**src/rtl/mem_arbiter_if.sv**
```systemverilog
// Bus bundle between the memory arbiter and its clients: instruction fetcher,
// load/store buffer and a byte-wide synchronous RAM.
// slave  : arbiter side (consumes requests and RAM read data).
// master : environment side (fetcher, load/store buffer, RAM).
interface mem_arbiter_if #(
  parameter int unsigned ADDR_W = 32
) ();

  logic              flush_in;
  logic              fetch_req_in;
  logic [ADDR_W-1:0] fetch_pc_in;
  logic              fetch_done_out;
  logic [31:0]       instr_out;
  logic              ls_req_in;
  logic              ls_wr_in;
  logic [1:0]        ls_size_in;
  logic [ADDR_W-1:0] ls_addr_in;
  logic [31:0]       ls_wdata_in;
  logic              ls_done_out;
  logic [31:0]       ls_rdata_out;
  logic [7:0]        mem_din;
  logic [7:0]        mem_dout;
  logic [ADDR_W-1:0] mem_a;
  logic              mem_wr;

  modport slave (
    input  flush_in, fetch_req_in, fetch_pc_in, ls_req_in, ls_wr_in, ls_size_in,
           ls_addr_in, ls_wdata_in, mem_din,
    output fetch_done_out, instr_out, ls_done_out, ls_rdata_out, mem_dout, mem_a, mem_wr
  );

  modport master (
    output flush_in, fetch_req_in, fetch_pc_in, ls_req_in, ls_wr_in, ls_size_in,
           ls_addr_in, ls_wdata_in, mem_din,
    input  fetch_done_out, instr_out, ls_done_out, ls_rdata_out, mem_dout, mem_a, mem_wr
  );

endinterface

```
**src/rtl/mem_arbiter.sv**
```systemverilog
// Memory arbiter: serialises 4-byte instruction fetches and 1/2/4-byte loads
// and stores onto a byte-wide RAM (one-cycle read latency), little-endian.
// Optional build macro MEMARB_ROUND_ROBIN_EN: alternate grants between the
// fetcher and the load/store buffer on simultaneous requests; otherwise the
// load/store buffer always wins.
module mem_arbiter #(
  parameter int unsigned ADDR_W = 32
) (
  input logic          clk,
  input logic          rst,
  mem_arbiter_if.slave bus_io
);

  typedef enum logic [1:0] {StIdle, StFetch, StLoad, StStore} state_e;

  state_e            state_q, state_d;
  logic [2:0]        cnt_q, cnt_d;
  logic [2:0]        len_q, len_d;
  logic [2:0]        cnt_nxt;
  logic [1:0]        cap_idx;
  logic [ADDR_W-1:0] base_q, base_d;
  logic [ADDR_W-1:0] mem_a_q, mem_a_d;
  logic [31:0]       wdata_q, wdata_d;
  logic [31:0]       buf_q, buf_d;
  logic [31:0]       instr_q, instr_d;
  logic [31:0]       rdata_q, rdata_d;
  logic [7:0]        mem_dout_q, mem_dout_d;
  logic              mem_wr_q, mem_wr_d;
  logic              fetch_done_q, fetch_done_d;
  logic              ls_done_q, ls_done_d;
  logic              grant_ok;
  logic              pick_ls;
`ifdef MEMARB_ROUND_ROBIN_EN
  logic              last_ls_q, last_ls_d;
`endif

  function automatic logic [2:0] size_to_len(input logic [1:0] size);
    case (size)
      2'd0:    return 3'd1;
      2'd1:    return 3'd2;
      default: return 3'd4;
    endcase
  endfunction

  assign cnt_nxt = cnt_q + 3'd1;
  // cnt_q counts transfer cycles; the byte arriving now was addressed one cycle earlier.
  assign cap_idx = cnt_q[1:0] - 2'd1;

  // Grant qualification and winner selection for IDLE.
  always_comb begin
    grant_ok = !bus_io.flush_in && !fetch_done_q && !ls_done_q &&
               (bus_io.fetch_req_in || bus_io.ls_req_in);
`ifdef MEMARB_ROUND_ROBIN_EN
    pick_ls  = bus_io.ls_req_in && (!bus_io.fetch_req_in || !last_ls_q);
`else
    pick_ls  = bus_io.ls_req_in;
`endif
  end

  // Next-state and registered-output logic.
  always_comb begin
    state_d      = state_q;
    cnt_d        = cnt_q;
    len_d        = len_q;
    base_d       = base_q;
    wdata_d      = wdata_q;
    buf_d        = buf_q;
    instr_d      = instr_q;
    rdata_d      = rdata_q;
    mem_a_d      = mem_a_q;
    mem_dout_d   = mem_dout_q;
    mem_wr_d     = mem_wr_q;
    fetch_done_d = 1'b0;
    ls_done_d    = 1'b0;
`ifdef MEMARB_ROUND_ROBIN_EN
    last_ls_d    = last_ls_q;
`endif
    unique case (state_q)
      StIdle: begin
        mem_wr_d = 1'b0;
        if (grant_ok) begin
          cnt_d = 3'd0;
          buf_d = 32'd0;
          if (pick_ls) begin
            base_d  = bus_io.ls_addr_in;
            mem_a_d = bus_io.ls_addr_in;
            len_d   = size_to_len(bus_io.ls_size_in);
            wdata_d = bus_io.ls_wdata_in;
            if (bus_io.ls_wr_in) begin
              state_d    = StStore;
              mem_wr_d   = 1'b1;
              mem_dout_d = bus_io.ls_wdata_in[7:0];
            end else begin
              state_d = StLoad;
            end
`ifdef MEMARB_ROUND_ROBIN_EN
            last_ls_d = 1'b1;
`endif
          end else begin
            base_d  = bus_io.fetch_pc_in;
            mem_a_d = bus_io.fetch_pc_in;
            len_d   = 3'd4;
            state_d = StFetch;
`ifdef MEMARB_ROUND_ROBIN_EN
            last_ls_d = 1'b0;
`endif
          end
        end
      end
      StFetch, StLoad: begin
        if (bus_io.flush_in) begin
          // Abandon the read; result registers keep their previous values.
          state_d = StIdle;
        end else begin
          if (cnt_q != 3'd0) begin
            buf_d = buf_q | ({24'd0, bus_io.mem_din} << {cap_idx, 3'b000});
          end
          if (cnt_nxt < len_q) begin
            mem_a_d = base_q + ADDR_W'(cnt_nxt);
          end
          if (cnt_q == len_q) begin
            state_d = StIdle;
            if (state_q == StFetch) begin
              fetch_done_d = 1'b1;
              instr_d      = buf_d;
            end else begin
              ls_done_d = 1'b1;
              rdata_d   = buf_d;
            end
          end
          cnt_d = cnt_nxt;
        end
      end
      StStore: begin
        // Flush is deliberately ignored: a store already on the bus must finish.
        if (cnt_nxt == len_q) begin
          mem_wr_d  = 1'b0;
          ls_done_d = 1'b1;
          state_d   = StIdle;
        end else begin
          mem_a_d    = base_q + ADDR_W'(cnt_nxt);
          mem_dout_d = wdata_q[{cnt_nxt[1:0], 3'b000} +: 8];
        end
        cnt_d = cnt_nxt;
      end
      default: state_d = StIdle;
    endcase
  end

  // State and output registers with synchronous reset.
  always_ff @(posedge clk) begin
    if (rst) begin
      state_q      <= StIdle;
      cnt_q        <= 3'd0;
      len_q        <= 3'd0;
      base_q       <= '0;
      wdata_q      <= 32'd0;
      buf_q        <= 32'd0;
      instr_q      <= 32'd0;
      rdata_q      <= 32'd0;
      mem_a_q      <= '0;
      mem_dout_q   <= 8'd0;
      mem_wr_q     <= 1'b0;
      fetch_done_q <= 1'b0;
      ls_done_q    <= 1'b0;
`ifdef MEMARB_ROUND_ROBIN_EN
      last_ls_q    <= 1'b1;
`endif
    end else begin
      state_q      <= state_d;
      cnt_q        <= cnt_d;
      len_q        <= len_d;
      base_q       <= base_d;
      wdata_q      <= wdata_d;
      buf_q        <= buf_d;
      instr_q      <= instr_d;
      rdata_q      <= rdata_d;
      mem_a_q      <= mem_a_d;
      mem_dout_q   <= mem_dout_d;
      mem_wr_q     <= mem_wr_d;
      fetch_done_q <= fetch_done_d;
      ls_done_q    <= ls_done_d;
`ifdef MEMARB_ROUND_ROBIN_EN
      last_ls_q    <= last_ls_d;
`endif
    end
  end

  assign bus_io.fetch_done_out = fetch_done_q;
  assign bus_io.instr_out      = instr_q;
  assign bus_io.ls_done_out    = ls_done_q;
  assign bus_io.ls_rdata_out   = rdata_q;
  assign bus_io.mem_dout       = mem_dout_q;
  assign bus_io.mem_a          = mem_a_q;
  assign bus_io.mem_wr         = mem_wr_q;

endmodule

```
**src/flat_wrapper.sv**
```systemverilog
// flat-port wrapper written by rule: the top's interface ports become plain ports
module mem_arbiter_flat 
#(
  parameter int unsigned ADDR_W = 32
)
  (clk, rst, bus_io_flush_in, bus_io_fetch_req_in, bus_io_fetch_pc_in, bus_io_ls_req_in, bus_io_ls_wr_in, bus_io_ls_size_in, bus_io_ls_addr_in, bus_io_ls_wdata_in, bus_io_mem_din, bus_io_fetch_done_out, bus_io_instr_out, bus_io_ls_done_out, bus_io_ls_rdata_out, bus_io_mem_dout, bus_io_mem_a, bus_io_mem_wr);
  mem_arbiter_if #(.ADDR_W(ADDR_W)) bus_io_i ();
  input logic clk;
  input logic rst;
  input wire logic [$bits(bus_io_i.flush_in)-1:0] bus_io_flush_in;
  input wire logic [$bits(bus_io_i.fetch_req_in)-1:0] bus_io_fetch_req_in;
  input wire logic [$bits(bus_io_i.fetch_pc_in)-1:0] bus_io_fetch_pc_in;
  input wire logic [$bits(bus_io_i.ls_req_in)-1:0] bus_io_ls_req_in;
  input wire logic [$bits(bus_io_i.ls_wr_in)-1:0] bus_io_ls_wr_in;
  input wire logic [$bits(bus_io_i.ls_size_in)-1:0] bus_io_ls_size_in;
  input wire logic [$bits(bus_io_i.ls_addr_in)-1:0] bus_io_ls_addr_in;
  input wire logic [$bits(bus_io_i.ls_wdata_in)-1:0] bus_io_ls_wdata_in;
  input wire logic [$bits(bus_io_i.mem_din)-1:0] bus_io_mem_din;
  output wire logic [$bits(bus_io_i.fetch_done_out)-1:0] bus_io_fetch_done_out;
  output wire logic [$bits(bus_io_i.instr_out)-1:0] bus_io_instr_out;
  output wire logic [$bits(bus_io_i.ls_done_out)-1:0] bus_io_ls_done_out;
  output wire logic [$bits(bus_io_i.ls_rdata_out)-1:0] bus_io_ls_rdata_out;
  output wire logic [$bits(bus_io_i.mem_dout)-1:0] bus_io_mem_dout;
  output wire logic [$bits(bus_io_i.mem_a)-1:0] bus_io_mem_a;
  output wire logic [$bits(bus_io_i.mem_wr)-1:0] bus_io_mem_wr;
  assign bus_io_i.flush_in = bus_io_flush_in;
  assign bus_io_i.fetch_req_in = bus_io_fetch_req_in;
  assign bus_io_i.fetch_pc_in = bus_io_fetch_pc_in;
  assign bus_io_i.ls_req_in = bus_io_ls_req_in;
  assign bus_io_i.ls_wr_in = bus_io_ls_wr_in;
  assign bus_io_i.ls_size_in = bus_io_ls_size_in;
  assign bus_io_i.ls_addr_in = bus_io_ls_addr_in;
  assign bus_io_i.ls_wdata_in = bus_io_ls_wdata_in;
  assign bus_io_i.mem_din = bus_io_mem_din;
  assign bus_io_fetch_done_out = bus_io_i.fetch_done_out;
  assign bus_io_instr_out = bus_io_i.instr_out;
  assign bus_io_ls_done_out = bus_io_i.ls_done_out;
  assign bus_io_ls_rdata_out = bus_io_i.ls_rdata_out;
  assign bus_io_mem_dout = bus_io_i.mem_dout;
  assign bus_io_mem_a = bus_io_i.mem_a;
  assign bus_io_mem_wr = bus_io_i.mem_wr;
  mem_arbiter #(.ADDR_W(ADDR_W)) u_core (.clk(clk), .rst(rst), .bus_io(bus_io_i));
endmodule
```
**config.mk**
```make
export PLATFORM = sky130hd
export DESIGN_NAME = mem_arbiter_flat
export DESIGN_NICKNAME = d
export VERILOG_FILES = /design/src/rtl/mem_arbiter_if.sv /design/src/rtl/mem_arbiter.sv /design/src/flat_wrapper.sv
export SDC_FILE = /design/constraint.sdc
export NUM_CORES = 1
export LEC_CHECK = 0
export ABC_CLOCK_PERIOD_IN_PS = 3700
export BUFFER_PORTS_ARGS = -buffer_cell sky130_fd_sc_hd__buf_2
export CORE_MARGIN = 2
export CORE_UTILIZATION = 25
export DETAILED_ROUTE_END_ITERATION = 10
export GPL_TIMING_DRIVEN = 0
export PLACE_DENSITY = 0.55
export SYNTH_ARGS = -nofsm -noshare
export SYNTH_HDL_FRONTEND = slang
export SYNTH_SLANG_ARGS = --single-unit
export TNS_END_PERCENT = 5
```
**constraint.sdc**
```tcl
create_clock -name clk -period 3.7 [get_ports clk]
set_clock_uncertainty 0.05 [all_clocks]
set_input_delay 0.185 -clock clk [delete_from_list [all_inputs] [get_ports clk]]
set_output_delay 0.185 -clock clk [all_outputs]
set_load 0.03 [all_outputs]
```
==> impl_metrics.json <==
{
  "status": "complete, no violations",
  "synthToLayoutAreaGrowth_pct": 32.36,
  "arrival_ps": 3760,
  "synthesis.area_um2": 9349,
  "row_count": 70,
  "period_share_pct": 91.02,
  "drt_iter0_drc": 430,
  "synthArstFlopShare_pct": 0,
  "hpwlAfterDp_mm": 25.29,
  "drtAntennaViolNets": 0,
  "path_max_fanout": 8,
  "seqPwrFrac_pct": 35.1,
  "max_slew_margin_pct": 44.16,
  "wire_per_inst_um": 18.21,
  "yosysWarnings": 0,
  "grt_antenna_before_repair": 1,
  "final_core_util_pct": 33.72,
  "ys_seq_area_share_pct": 45.18,
  "path_class": "flip-flop to flip-flop",
  "hp-start": "bus_io_fetch_pc_in[0]",
  "final.setup.tns_ps": 0,
  "cts.sinks": 211,
  "combPwrFrac_pct": 34.5,
  "synth.most_common_cell": "dfxtp_1",
  "cts_buffer_depth": 3,
  "syn_area_per_cell_um2": 8.770,
  "power.switching_mw": 3.192,
  "r2r_setup_slack_ps": 330,
  "die_area_um2": 38960,
  "ys_ff_latch": 211,
  "slew_violations": 0,
  "syn-num-nets": 1190,
  "rr_startpoint": "u_core.cnt_q[0]",
  "pwr-share-clk_pct": 30.4,
  "intPower_mw": 5.073,
  "grt-ovfl-total": 0,
  "cts_tree": "built",
  "leakagePower_nw": 4.906,
  "rsz0062_at_grt": "false",
  "grtUsageTotal_pct": 16.97,
  "viasPerCell": 4.802,
  "max-cap-violations": 0,
  "cts_made_buffers": 27,
  "postPlaceCellArea_um2": 10980,
  "clk_pin_slew_ps": 60,
  "drc_errors": 0,
  "irDropWorstVdd_v": 0.0003838,
  "power_switching_share_pct": 38.62,
  "hold_viol_final": 0,
  "fin_nets": 1482,
  "synth-edff-count": 0,
  "layout-drive-gt1-share_pct": 23.40,
  "htreeDepth": 1,
  "fin_crit_ps": 3368,
  "synth_top_area_share_pct": 45.18,
  "cts_root_buffer": "clkbuf_16",
  "io_buffers": 208,
  "die_h_um": 197.4,
  "synth_cell_type_count": 57,
  "synth_common_cells": "211 x dfxtp_1, 162 x nor2_1, 129 x nand2_1",
  "max_freq_mhz": 296.9,
  "required_ps": 4090,
  "postLayoutCellArea_um2": 12370,
  "powerDensity_nw_per_um2": 667.9,
  "hold_path.class": "input pin to flip-flop",
  "hold_ws_ps": 11.39,
  "grt_pass1_wl_mm": 50.98,
  "worstSetupEndpointType": "flip-flop",
  "grt_pass1_vias": 8609,
  "yosysTopAreaCell": "dfxtp_1",
  "die_x_um": 197.4,
  "core_um2": 36700,
  "synth_top_flop_cell": "dfxtp_1",
  "cp-start-kind": "flip-flop",
  "synth.area.top_cells": "dfxtp_1 45%, a211oi_1 7.7%, nor2_1 6.5%",
  "via_count": 8859,
  "setup_viol": 0,
  "cp-startpoint": "u_core.cnt_q[0]",
  "syn_inst": 1066,
  "start_util_pct": 25.48,
  "grt_max_degree": 14,
  "wl_mm": 33.60,
  "worst_slew_pin_slew_ps": 837.6,
  "firstDrtPassIters": 5,
  "gpl.final_weighted_congestion": 0.8413,
  "ioPinCount": 219,
  "clk_latency_ps": 550,
  "p_total_mw": 8.265
}
[timing repair]
action	in CTS	in global routing
gates resized for setup	0	1
hold buffers	55	0
endpoints found under the setup margin	0	4
buffers inserted	0	0
endpoints found under the hold margin	50	0
[registers in the layout (all words and copies together) (netlist names)]
name                          count
u_core.cnt_q                      3
u_core.bus_io.fetch_done_out      1
u_core.bus_io.mem_dout            8
u_core.state_q                    2
u_core.len_q                      3
u_core.bus_io.ls_done_out         1
u_core.bus_io.ls_rdata_out       32
u_core.bus_io.mem_a              32
u_core.bus_io.mem_wr              1
u_core.wdata_q                   32
u_core.buf_q                     32
u_core.base_q                    32
u_core.bus_io.instr_out          32
[through the flow]
stage          instances  setup slack, ps
5_1_grt             1845            66.53
3_5_place_dp        1742            254.8
6_report            1845            332.2
2_1_floorplan       1066             1004
3_3_place_gp        1742            236.0
4_1_cts             1844            186.8
[cell families (layout without fill, tap and decap cells)]
family / Yosys count / after routing / synth area share (%)
flip-flops: 211 / 211 / 45.18
AND/OR/NAND/NOR: 383 / 383 / 18.23
AO/OA/AOI/OAI: 276 / 276 / 20.48
buffers and inverters: 103 / 413 / 4.939
other: 0 / 1 / 0
adder cells (fa/ha/maj): 12 / 12 / 1.686
XOR/XNOR: 29 / 29 / 2.717
multiplexers: 52 / 52 / 6.772
[routing by layer]
layer / global-route usage, % / part of all wire [%] / vias to the layer above
met4: 4.316 / 1.9 / 0
met1: 23.56 / 48 / 4212
met5: 0 / 0 / -
li1: - / - / 4374
met2: 27.60 / 46 / 236
met3: 2.442 / 4.5 / 37
[power groups by stage]
stage,Sequential [mW],Clock (mW),Combinational (mW)
2_1_floorplan,3.40,0,1.39
5_1_grt,2.95,2.67,3.11
4_1_cts,2.90,2.57,2.87
6_report,2.90,2.51,2.85
3_5_place_dp,2.95,0,2.81
3_3_place_gp,2.94,0,2.78
[layout by cell type, fill, tap and decap left out, drive strengths merged, types with 7 or more instances in the layout]
cell type / count
inv: 16
o211ai: 14
nor3: 10
nand2: 132
nand4: 10
mux2i: 34
and2: 9
dfxtp: 211
a211oi: 100
a22oi: 34
o21ai: 8
clkbuf: 85
and3: 15
mux2: 10
xnor2: 18
ha: 11
nand3: 13
buf: 252
mux4: 8
nor2: 162
xor2: 11
dlygate4sd3: 55
nand3b: 10
nor2b: 7
a21oi: 94
[final timing paths]
| kind | endpoint | cells past startpoint |
|---|---|---|
| worst max-delay path | u_core.bus_io.mem_a[24] | 11 |
| worst min-delay path | u_core.base_q[0] | 3 |
| worst max register to register | u_core.bus_io.mem_a[24] | 11 |
| worst min register to register | u_core.wdata_q[16] | 2 |
[worst max-delay path, stage by stage, from the launching register on]
cell      delay (ps)
dfxtp_1          460
inv_1            200
ha_2             500
inv_1            160
fa_1             430
nor2b_1          330
o2111a_1         250
buf_4            180
nand2_2           90
nor4_1           170
nor3_1           100
o41ai_1          330
[layout make-up]
class / instances / area [µm²]
antenna: 1 / 2.502
buffer: 88 / 405.4
clock buffer: 41 / 778.2
clock inverter: 6 / 65.06
fill: 3828 / 24320
inverter: 15 / 56.30
multi-input combinational: 752 / 4666
sequential: 211 / 4224
tap: 468 / 585.6
timing repair buffer: 263 / 1592
Power figures use the tool's default switching activity.
